**src/rtl/alu_sequencer.sv**
```systemverilog
// alu_sequencer: sequences commands onto an external 16-bit ALU; MUL (shift-add) only when ALU_SEQ_MUL_EN is defined
module alu_sequencer #(
  parameter int MulBits = 16
) (
  input  logic        Clock,
  input  logic        Reset,
  input  logic        InValid,
  output logic        InReady,
  input  logic [2:0]  Opcode,
  input  logic [15:0] OpA,
  input  logic [15:0] OpB,
  output logic        OutValid,
  input  logic        OutReady,
  output logic [15:0] Result,
  output logic        Zero,
  output logic        Overflow,
  output logic        CarryOut,
  output logic        Error,
  output logic [15:0] AluA,
  output logic [15:0] AluB,
  output logic [2:0]  AluOperation,
  output logic        AluBNegate,
  input  logic [15:0] AluResult,
  input  logic        AluZero,
  input  logic        AluOverflow,
  input  logic        AluCarryOut
);
  typedef enum logic [1:0] {
    IDLE,
    EXEC,
    DONE
`ifdef ALU_SEQ_MUL_EN
    , MUL
`endif
  } state_t;
  state_t state, state_n;
  logic [2:0] op;
  logic [15:0] a, b;
  logic accept, illegal;
  assign accept = InValid && state == IDLE;
`ifdef ALU_SEQ_MUL_EN
  logic [15:0] acc, mcand, mplier;
  logic [4:0] cnt;
  logic sticky, last;
  assign last = cnt == 5'(MulBits - 1);
  assign illegal = Opcode[2] & Opcode[1];
`else
  assign illegal = Opcode[2] & (Opcode[1] | Opcode[0]);
`endif
  // state register, latched command and registered result/flags
  always_ff @(posedge Clock) begin
    if (Reset) begin
      state <= IDLE;
      op <= '0;
      a <= '0;
      b <= '0;
      {Result, Zero, Overflow, CarryOut, Error} <= '0;
    end else begin
      state <= state_n;
      if (accept) begin
        op <= Opcode;
        a <= OpA;
        b <= OpB;
        if (illegal) {Result, Zero, Overflow, CarryOut, Error} <= {16'h0, 4'b0001};
      end
      if (state == EXEC) {Result, Zero, Overflow, CarryOut, Error} <= {AluResult, AluZero, AluOverflow, AluCarryOut, 1'b0};
`ifdef ALU_SEQ_MUL_EN
      if (state == MUL && last)
        {Result, Zero, Overflow, CarryOut, Error} <= {AluResult, AluResult == 16'h0, 1'b0, sticky | AluCarryOut, 1'b0};
`endif
    end
  end
`ifdef ALU_SEQ_MUL_EN
  // shift-add multiplier datapath: one ALU add per multiplier bit
  always_ff @(posedge Clock) begin
    if (Reset) begin
      {acc, mcand, mplier, cnt, sticky} <= '0;
    end else if (accept) begin
      {acc, mcand, mplier, cnt, sticky} <= {16'h0, OpA, OpB, 5'd0, 1'b0};
    end else if (state == MUL) begin
      acc <= AluResult;
      sticky <= sticky | AluCarryOut;
      mcand <= mcand << 1;
      mplier <= mplier >> 1;
      cnt <= cnt + 5'd1;
    end
  end
`endif
  // next state and ALU drive; reset forces the idle drive immediately
  always_comb begin
    state_n = state;
    AluA = '0;
    AluB = '0;
    AluOperation = '0;
    AluBNegate = 1'b0;
    case (state)
      IDLE: begin
`ifdef ALU_SEQ_MUL_EN
        if (InValid) state_n = illegal ? DONE : Opcode == 3'b101 ? MUL : EXEC;
`else
        if (InValid) state_n = illegal ? DONE : EXEC;
`endif
      end
      EXEC: begin
        state_n = DONE;
        AluA = a;
        AluB = b;
        AluOperation = op == 3'b100 ? 3'b011 : op == 3'b011 ? 3'b010 : op;
        AluBNegate = op == 3'b011 || op == 3'b100;
      end
`ifdef ALU_SEQ_MUL_EN
      MUL: begin
        state_n = last ? DONE : MUL;
        AluA = acc;
        AluB = mplier[0] ? mcand : '0;
        AluOperation = 3'b010;
      end
`endif
      DONE: state_n = OutReady ? IDLE : DONE;
      default: state_n = IDLE;
    endcase
    if (Reset) begin
      AluA = '0;
      AluB = '0;
      AluOperation = '0;
      AluBNegate = 1'b0;
    end
  end
  assign InReady = state == IDLE || Reset;
  assign OutValid = state == DONE && !Reset;
endmodule
```
**config.mk**
```make
export PLATFORM = sky130hd
export DESIGN_NAME = alu_sequencer
export DESIGN_NICKNAME = d
export VERILOG_FILES = /design/src/rtl/alu_sequencer.sv
export SDC_FILE = /design/constraint.sdc
export NUM_CORES = 1
export LEC_CHECK = 0
export CORE_ASPECT_RATIO = 0.75
export CORE_MARGIN = 1
export CORE_UTILIZATION = 36
export DETAILED_ROUTE_END_ITERATION = 8
export GPL_ROUTABILITY_DRIVEN = 1
export PLACE_DENSITY_LB_ADDON = 0.15
export SLEW_MARGIN = 10
export SYNTH_ARGS = -nofsm -noshare
export SYNTH_HDL_FRONTEND = slang
export SYNTH_SLANG_ARGS = --single-unit
```
**constraint.sdc**
```tcl
create_clock -name Clock -period 1.41 [get_ports Clock]
set_clock_uncertainty 0.1 [all_clocks]
set_input_delay 0.141 -clock Clock [delete_from_list [all_inputs] [get_ports Clock]]
set_output_delay 0.141 -clock Clock [all_outputs]
set_load 0.02 [all_outputs]
```
Yosys cells after proc, flatten, opt, wreduce, memory -nomap -nowiden
Cells that the tools add are included.

Flip-flop bits (word level): 57. Bits in latches: 0. Memory bits (writable): 0. ROM bits: 0. Input bits: 58. Output and inout bits: 58. Word-level logic and storage cells: 49. Memories kept: 0.

$add $sub $neg: 0. $mul: 0. Divide/modulo/power cells: 0. Magnitude comparators: 0. Equal/unequal tests: 5. Shift-type cells: 0. Mux-type cells: 22. Bitwise operators: 2. Reductions and logical operators: 11.

Operators by type and width (count): $mux W16 (7); $mux W3 (4); $mux W1 (7); $mux W2 (3); $pmux W2 S3 (1); $reduce_and A2 Y1 (2); $reduce_bool A2 Y1 (2); $eq A3 B2 Y1 const B (1); $eq A3 B3 Y1 const B (1); $eq A2 B1 Y1 const B (1); $eq A2 B2 Y1 const B (1); $logic_and A1 B1 Y1 (2); $logic_not A2 Y1 (1); $logic_or A1 B1 Y1 (2); $ne A2 B2 Y1 const B (1); $reduce_or A2 Y1 (1); $and A1 B1 Y1 (1); $logic_not A1 Y1 (1); $or A1 B1 Y1 (1).

Depth between registers and ports, before layout
Depth after elaboration: 5. Depth in mapped cells: 6. Gate-level depth less buffers: 3.

Worst setup path after synthesis
Ideal clock, no wire load.

Path kind: register to output. From: register state[0]. To: output AluA[0]. Arrival time: 1.257 ns. Data required time: 1.169 ns. Path slack: -0.088 ns. Cell stages (with the launch flop): 7. Path buffers: 3. Cell sequence: dfxtp_1 -> buf_6 -> nor2b_2 -> nor2b_1 -> buf_6 -> clkbuf_2 -> and2_1.

Longest elaborated chain between the ends: 3.

Ends and longest elaborated chain: start: declaration (line 36) `state_t state, state_n;`; start signal: assignment (line 59) `state <= state_n;`; $eq A2 B1 Y1 (line 96) `case (state)`; $mux W16 (line 96); $mux W16 (line 122) `if (Reset) begin`; end: declaration (line 19) `output logic [15:0] AluA,`.

Every way passes these cells.

Worst setup path in the final report
From: register state[0]. To: output AluA[6].

Same word-level chain as after synthesis.

==> impl_metrics.ini <==
[status]
outcome = finished, violations left
violations = negative setup slack

[pwr]
swShare_pct = 25.9
total_power_mw = 4.55
switchingPower_mw = 1.18
comb_power_share_pct = 21.3
clockPowerShare_pct = 39.3
p_int_mw = 3.37
ir_drop_mv = 0.557
seq_power_share_pct = 39.3
p_leak_nw = 2.11
power_density_mw_per_mm2 = 957

[logic_synthesis]
synthXorXnorAreaFrac_pct = 0
synth_compound_area_share_pct = 19.3
yosysWarnings = 0
syn_avg_cell_area_sq_um = 8.79
syn_area_sq_mm = 0.00231
synth-seq-area-share_pct = 49.4
synth_top_family_by_area = simple AND/OR/NAND/NOR gates
yosys.area_share.simple_pct = 24.7
synth_nets = 321
syn_inst = 263
synth_adder_area_share_pct = 0
synth_seq_cells = 57
synth.area.mux_share_pct = 0
ys_types = 25

[worst_setup_path]
worstPathRequired_ns = 1.17
path_depth = 6
cp_top_family = simple AND/OR/NAND/NOR gates
cpMaxStageDelayCell = dfxtp_2
critPathLaunchType = register
cp-end-kind = output pin
cp_slowest_stage_delay_ns = 0.34
crit_path_max_fanout = 12
path_cells = nor2b_4, nor2b_4, buf_6, buf_12, and2_4, buf_6
crit_arrival_ns = 1.52
reg2reg_depth = 7
critPathKind = reg2out
critPathBufInv = 3

[layout]
final_core_util_pct = 79.2
n_antenna_cell = 0
nets = 470
drive_gt1_share_pct = 58.8
area_growth_pct = 106
nFillCells = 381

[timing]
fmax_mhz = 567
hold_viol = 0
worst_hold_slack_ns = 0.212
setup-violations-final = 93
maxSlewHeadroom_pct = 78.3
tightest_slew_ns = 0.322
rsz0062_at_grt = true
fin_ws_ns = -0.355
post-route-min-period_ns = 1.77
drv_slew = 0
period_share_pct = 125

[route]
drtIter0Drc = 89
avgRoutedWirePerCell_microns = 16.8
drt-vias-per-instance = 4.93
route.detailed.drc = 0
dr.pass1.iters = 4
postRouteAntennaNets = 0
wirelength_mm = 8.33
vias = 2439

[die]
die-area_sq_mm = 0.00675
die_h_microns = 71.4
initial_core_util_pct = 38.5
die_w_microns = 94.5
pin_count = 116
core_sq_mm = 0.00601
rows = 24

[global_route]
globalRouteTotalUtil_pct = 22.4
grt_pass1_wl_mm = 11.5
grt.overflow.total = 0
antenna_found_initial = 0
grt_max_degree = 20
first_global_vias = 2349

[clocking]
clk_latency_ns = 0.32
cts_buffers = 9
clockRootBuffer = clkbuf_8
clkTransAtPathRegs_ns = 0.07
cts_tree = yes
clkSinkCount = 57
htree_levels = 3
clock_path_buffers = 2

[place]
port_buffers = 115
dpl.hpwl_mm = 4.44
place_congestion = 0.738

[run]
cap_violations = 0

[min_path]
hp-class = in2reg
hold_depth = 3
==> cell type report <==
cell class | instances | area (sq um) | area share, %
repair buffers | 158 | 1700 | 35.8
multi-input cells | 184 | 1560 | 32.9
flip-flops and latches | 57 | 1140 | 24.1
clock buffers | 12 | 165 | 3.47
well taps | 78 | 97.6 | 2.05
clock inverters | 4 | 73.8 | 1.55
inverters | 2 | 7.51 | 0.158
==> cell usage after synthesis (all sizes together) <==
cell,count,area [sq um]
a22o,19,186
o21ai,4,20.0
inv,2,7.51
nor3b,1,18.8
o211a,1,10.0
buf,13,115
or3b,1,8.76
nand2,72,270
o21bai,1,7.51
dfxtp,57,1140
nand2b,3,21.3
a21oi,40,200
o31ai,1,21.3
or3,1,6.26
and2,32,200
clkbuf,7,30.0
nor3,1,5.00
nor2b,2,15.0
nand3b,2,15.0
nor2,3,11.3
==> what timing repair did <==
item	CTS	global route
buffers inserted	9	7
hold buffers	1	0
resized for setup	303	117
endpoints found under the hold margin	1	0
pin swaps	43	36
setup endpoints to repair	111	93
gates cloned	7	1
==> path summary, 6_finish.rpt <==
path / end / slack [ns] / from
max: AluA[6] / -0.36 / state[0]
max reg2reg: Result[10] / -0.17 / state[0]
min: a[10] / 0.21 / Reset
min reg2reg: CarryOut / 0.37 / CarryOut
==> worst register-to-register path, cell delays in order (launching register included) <==
cell and delay [ns]:
dfxtp_2 0.33, nor2b_4 0.13, nor2b_4 0.12, buf_6 0.13
buf_16 0.15, buf_6 0.12, buf_12 0.14, a22o_4 0.25
==> placed cells by master, fill, tap and decap left out, types with 2 or more instances in the layout <==
cell              n
a22o_2            7
buf_8             5
clkbuf_8         12
clkdlybuf4s50_1  56
nand2_1          20
dfxtp_1          54
buf_12            6
a22o_1            3
dlygate4sd2_1    20
and2_4           32
inv_1             2
buf_16            3
buf_4            18
nand3b_1          2
nand2_2          30
nand2b_2          2
bufinv_16         2
dfxtp_2           3
o21ai_0           3
a21oi_2          36
a22o_4            9
nand2_4          22
a21oi_1           4
nor2_2            2
buf_6            48
nor2b_4           2
==> sequential cells by signal (all words and copies together), names as in the netlist <==
signal	flops
op	3
CarryOut	1
Zero	1
Overflow	1
Error	1
a	16
b	16
Result	16
state	2
==> layer usage <==
layer  track usage [%]  vias up  routed length, microns
met5                 0        -                       0
met4              7.58        0                      57
met3              6.05        6                     542
met2              34.8       85                    4060
met1              30.2     1175                    3670
li1                  -     1173                       -
==> kinds of logic (layout without fill, tap and decap cells) <==
kind of cell | Yosys count | after routing
simple gates | 118 | 118
compound gates | 66 | 66
flops | 57 | 57
buf+inv | 22 | 176
==> through the flow <==
step                      worst slack (ns)  std cells  cell area [sq um]  TNS [ns]
after floorplan                    -0.0291        263               2400    -0.935
after global placement              -0.387        458               3690    -21.36
after detailed placement            -0.433        458               3690    -24.18
after CTS                           -0.306        491               4340    -17.55
after global routing                -0.416        495               4760    -21.31
final                               -0.355        495               4760    -17.38
==> power by group through the flow <==
stage / registers, mW / clock network, mW / logic, mW
2_1_floorplan: 1.81 / 0 / 0.285
3_3_place_gp: 1.79 / 0 / 0.615
3_5_place_dp: 1.79 / 0 / 0.623
4_1_cts: 1.77 / 1.81 / 0.798
5_1_grt: 1.80 / 1.89 / 1.02
6_report: 1.79 / 1.79 / 0.971
Power figures use the tool's default switching activity.
==> RTL change: new RTL, same settings <==
Add a define of `ALU_SEQ_MUL_EN`.
--- a/src/rtl/alu_sequencer.sv
+++ b/src/rtl/alu_sequencer.sv
@@ -1,2 +1,4 @@
 // alu_sequencer: sequences commands onto an external 16-bit ALU; MUL (shift-add) only when ALU_SEQ_MUL_EN is defined
+`define ALU_SEQ_MUL_EN
+
 module alu_sequencer #(
Behaviour: not the same (a bounded check fails within 4 cycles, from zero or initial values and one cycle with Reset high).
==> RTL change against the original RTL <==
- largest power group unchanged
- area after synthesis up 97%
- design area up 74%
- worst setup slack worse by 0.16 ns
- register-to-register slack worse by 0.14 ns
- wire length up 100%
- the flow still finishes with violations (setup timing)
- sequential cell count up 54
- power up 63%
- fmax down 8.3%
- count of clock-buffer cells in the layout down 1
==> RTL change: results (changes against the original RTL) <==
Parameter                              Value

Yosys
  Synth top area cells    sky130_fd_sc_hd__dfxtp_1, sky130_fd_sc_hd__nand2_1, sky130_fd_sc_hd__a21oi_1, sky130_fd_sc_hd__a22o_1, sky130_fd_sc_hd__mux2_2 (was sky130_fd_sc_hd__dfxtp_1, sky130_fd_sc_hd__nand2_1, sky130_fd_sc_hd__a21oi_1, sky130_fd_sc_hd__and2_1, sky130_fd_sc_hd__a22o_2)
  Share of cell area taken by muxes after synthesis    0.03679 (was 0)
  Unique masters post-synth    39 (was 25)
  Post-Synth XOR/XNOR Area    0.005766 (was 0)
  Portion of the post-synthesis area used by sequential elements    0.4876 (was 0.4938)
  Synthesized netlist net count    603 (was 321)
  Post-synth top cells    sky130_fd_sc_hd__nand2_1, sky130_fd_sc_hd__dfxtp_1, sky130_fd_sc_hd__a21oi_1 (unchanged)
  Synthesized-area fraction occupied by ao, oa, aoi and oai cells    0.2081 (was 0.1927)

Layout
  Post-layout util    0.6706 (was 0.7919)
  Buffers, non-clock    225 (was 158)
  Proportion of cell area occupied by multi-input gates    0.3524 (was 0.3286)
  Filler cells    959 (was 381)
  Share of final-layout standard cells stronger than drive strength 1    0.4547 (was 0.5875)
  Share of final layout cell area taken by clock buffers and inverters    0.03078 (was 0.05025)
  Final sequential cell count    111 (was 57)
  Total Nets Final    796 (was 470)
  Number of multi-input logic gates    384 (was 184)
  # clk buffers    11 (was 12)
  Final standard cell count with taps included and fillers excluded    905 (was 495)
  FF/Latch Area    0.002230 mm2 (was 0.001145 mm2)

Run status
  Run status    complete, but fails checks (unchanged)
  Violated checks    setup timing (unchanged)

Setup path
  Register-to-register setup slack    -0.31 ns (was -0.17 ns)
  Reg2Reg Launch Point    state[1] (was state[0])
  Signal arrival time at the worst endpoint    1.68 ns (was 1.52 ns)

Place
  Final GP Congestion    0.8227 (was 0.7383)
  HPWL reported at the end of detailed placement    9828 um (was 4441 um)

STA
  Setup slack after layout    -0.5148 ns (was -0.3552 ns)
  # setup viols final    145 (was 93)

Power
  Maximum vdd drop    0.5907 mV (was 0.5573 mV)
  Total leakage power    3.454 nW (was 2.108 nW)

CTS
  Post-CTS Repair Setup Buffers    25 (was 9)

Route
  Total via count in the routed design    4750 (was 2439)

Die
  Tap cell instance count    166 (was 78)
RTL change: cell count changes in the layout (fill, tap and decap cells not counted), moves of 18 or more:
cell / delta
sky130_fd_sc_hd__nand2_1: +93
sky130_fd_sc_hd__a21oi_1: +32
sky130_fd_sc_hd__a22o_4: +21
sky130_fd_sc_hd__and2_4: -28
sky130_fd_sc_hd__nor2_1: +27
sky130_fd_sc_hd__dfxtp_1: +51
sky130_fd_sc_hd__buf_4: +40
sky130_fd_sc_hd__a31oi_1: +18
sky130_fd_sc_hd__a22oi_2: +18
RTL change: routing by layer:
| layer | GRT usage | vias to the layer above | wire (um) |
|---|---|---|---|
| li1 | - | 2256 | - |
| met1 | 0.3433 | 2323 | 7953 |
| met2 | 0.4111 | 159 | 7842 |
| met3 | 0.05148 | 12 | 995 |
| met4 | 0.05098 | 0 | 150 |
| met5 | 0 | - | 0 |
RTL change: where the power goes:
group          total, mW  switching (mW)  internal (mW)
logic               1.64           0.772          0.867
clock network       2.33            1.14           1.19
registers           3.45           0.147           3.31
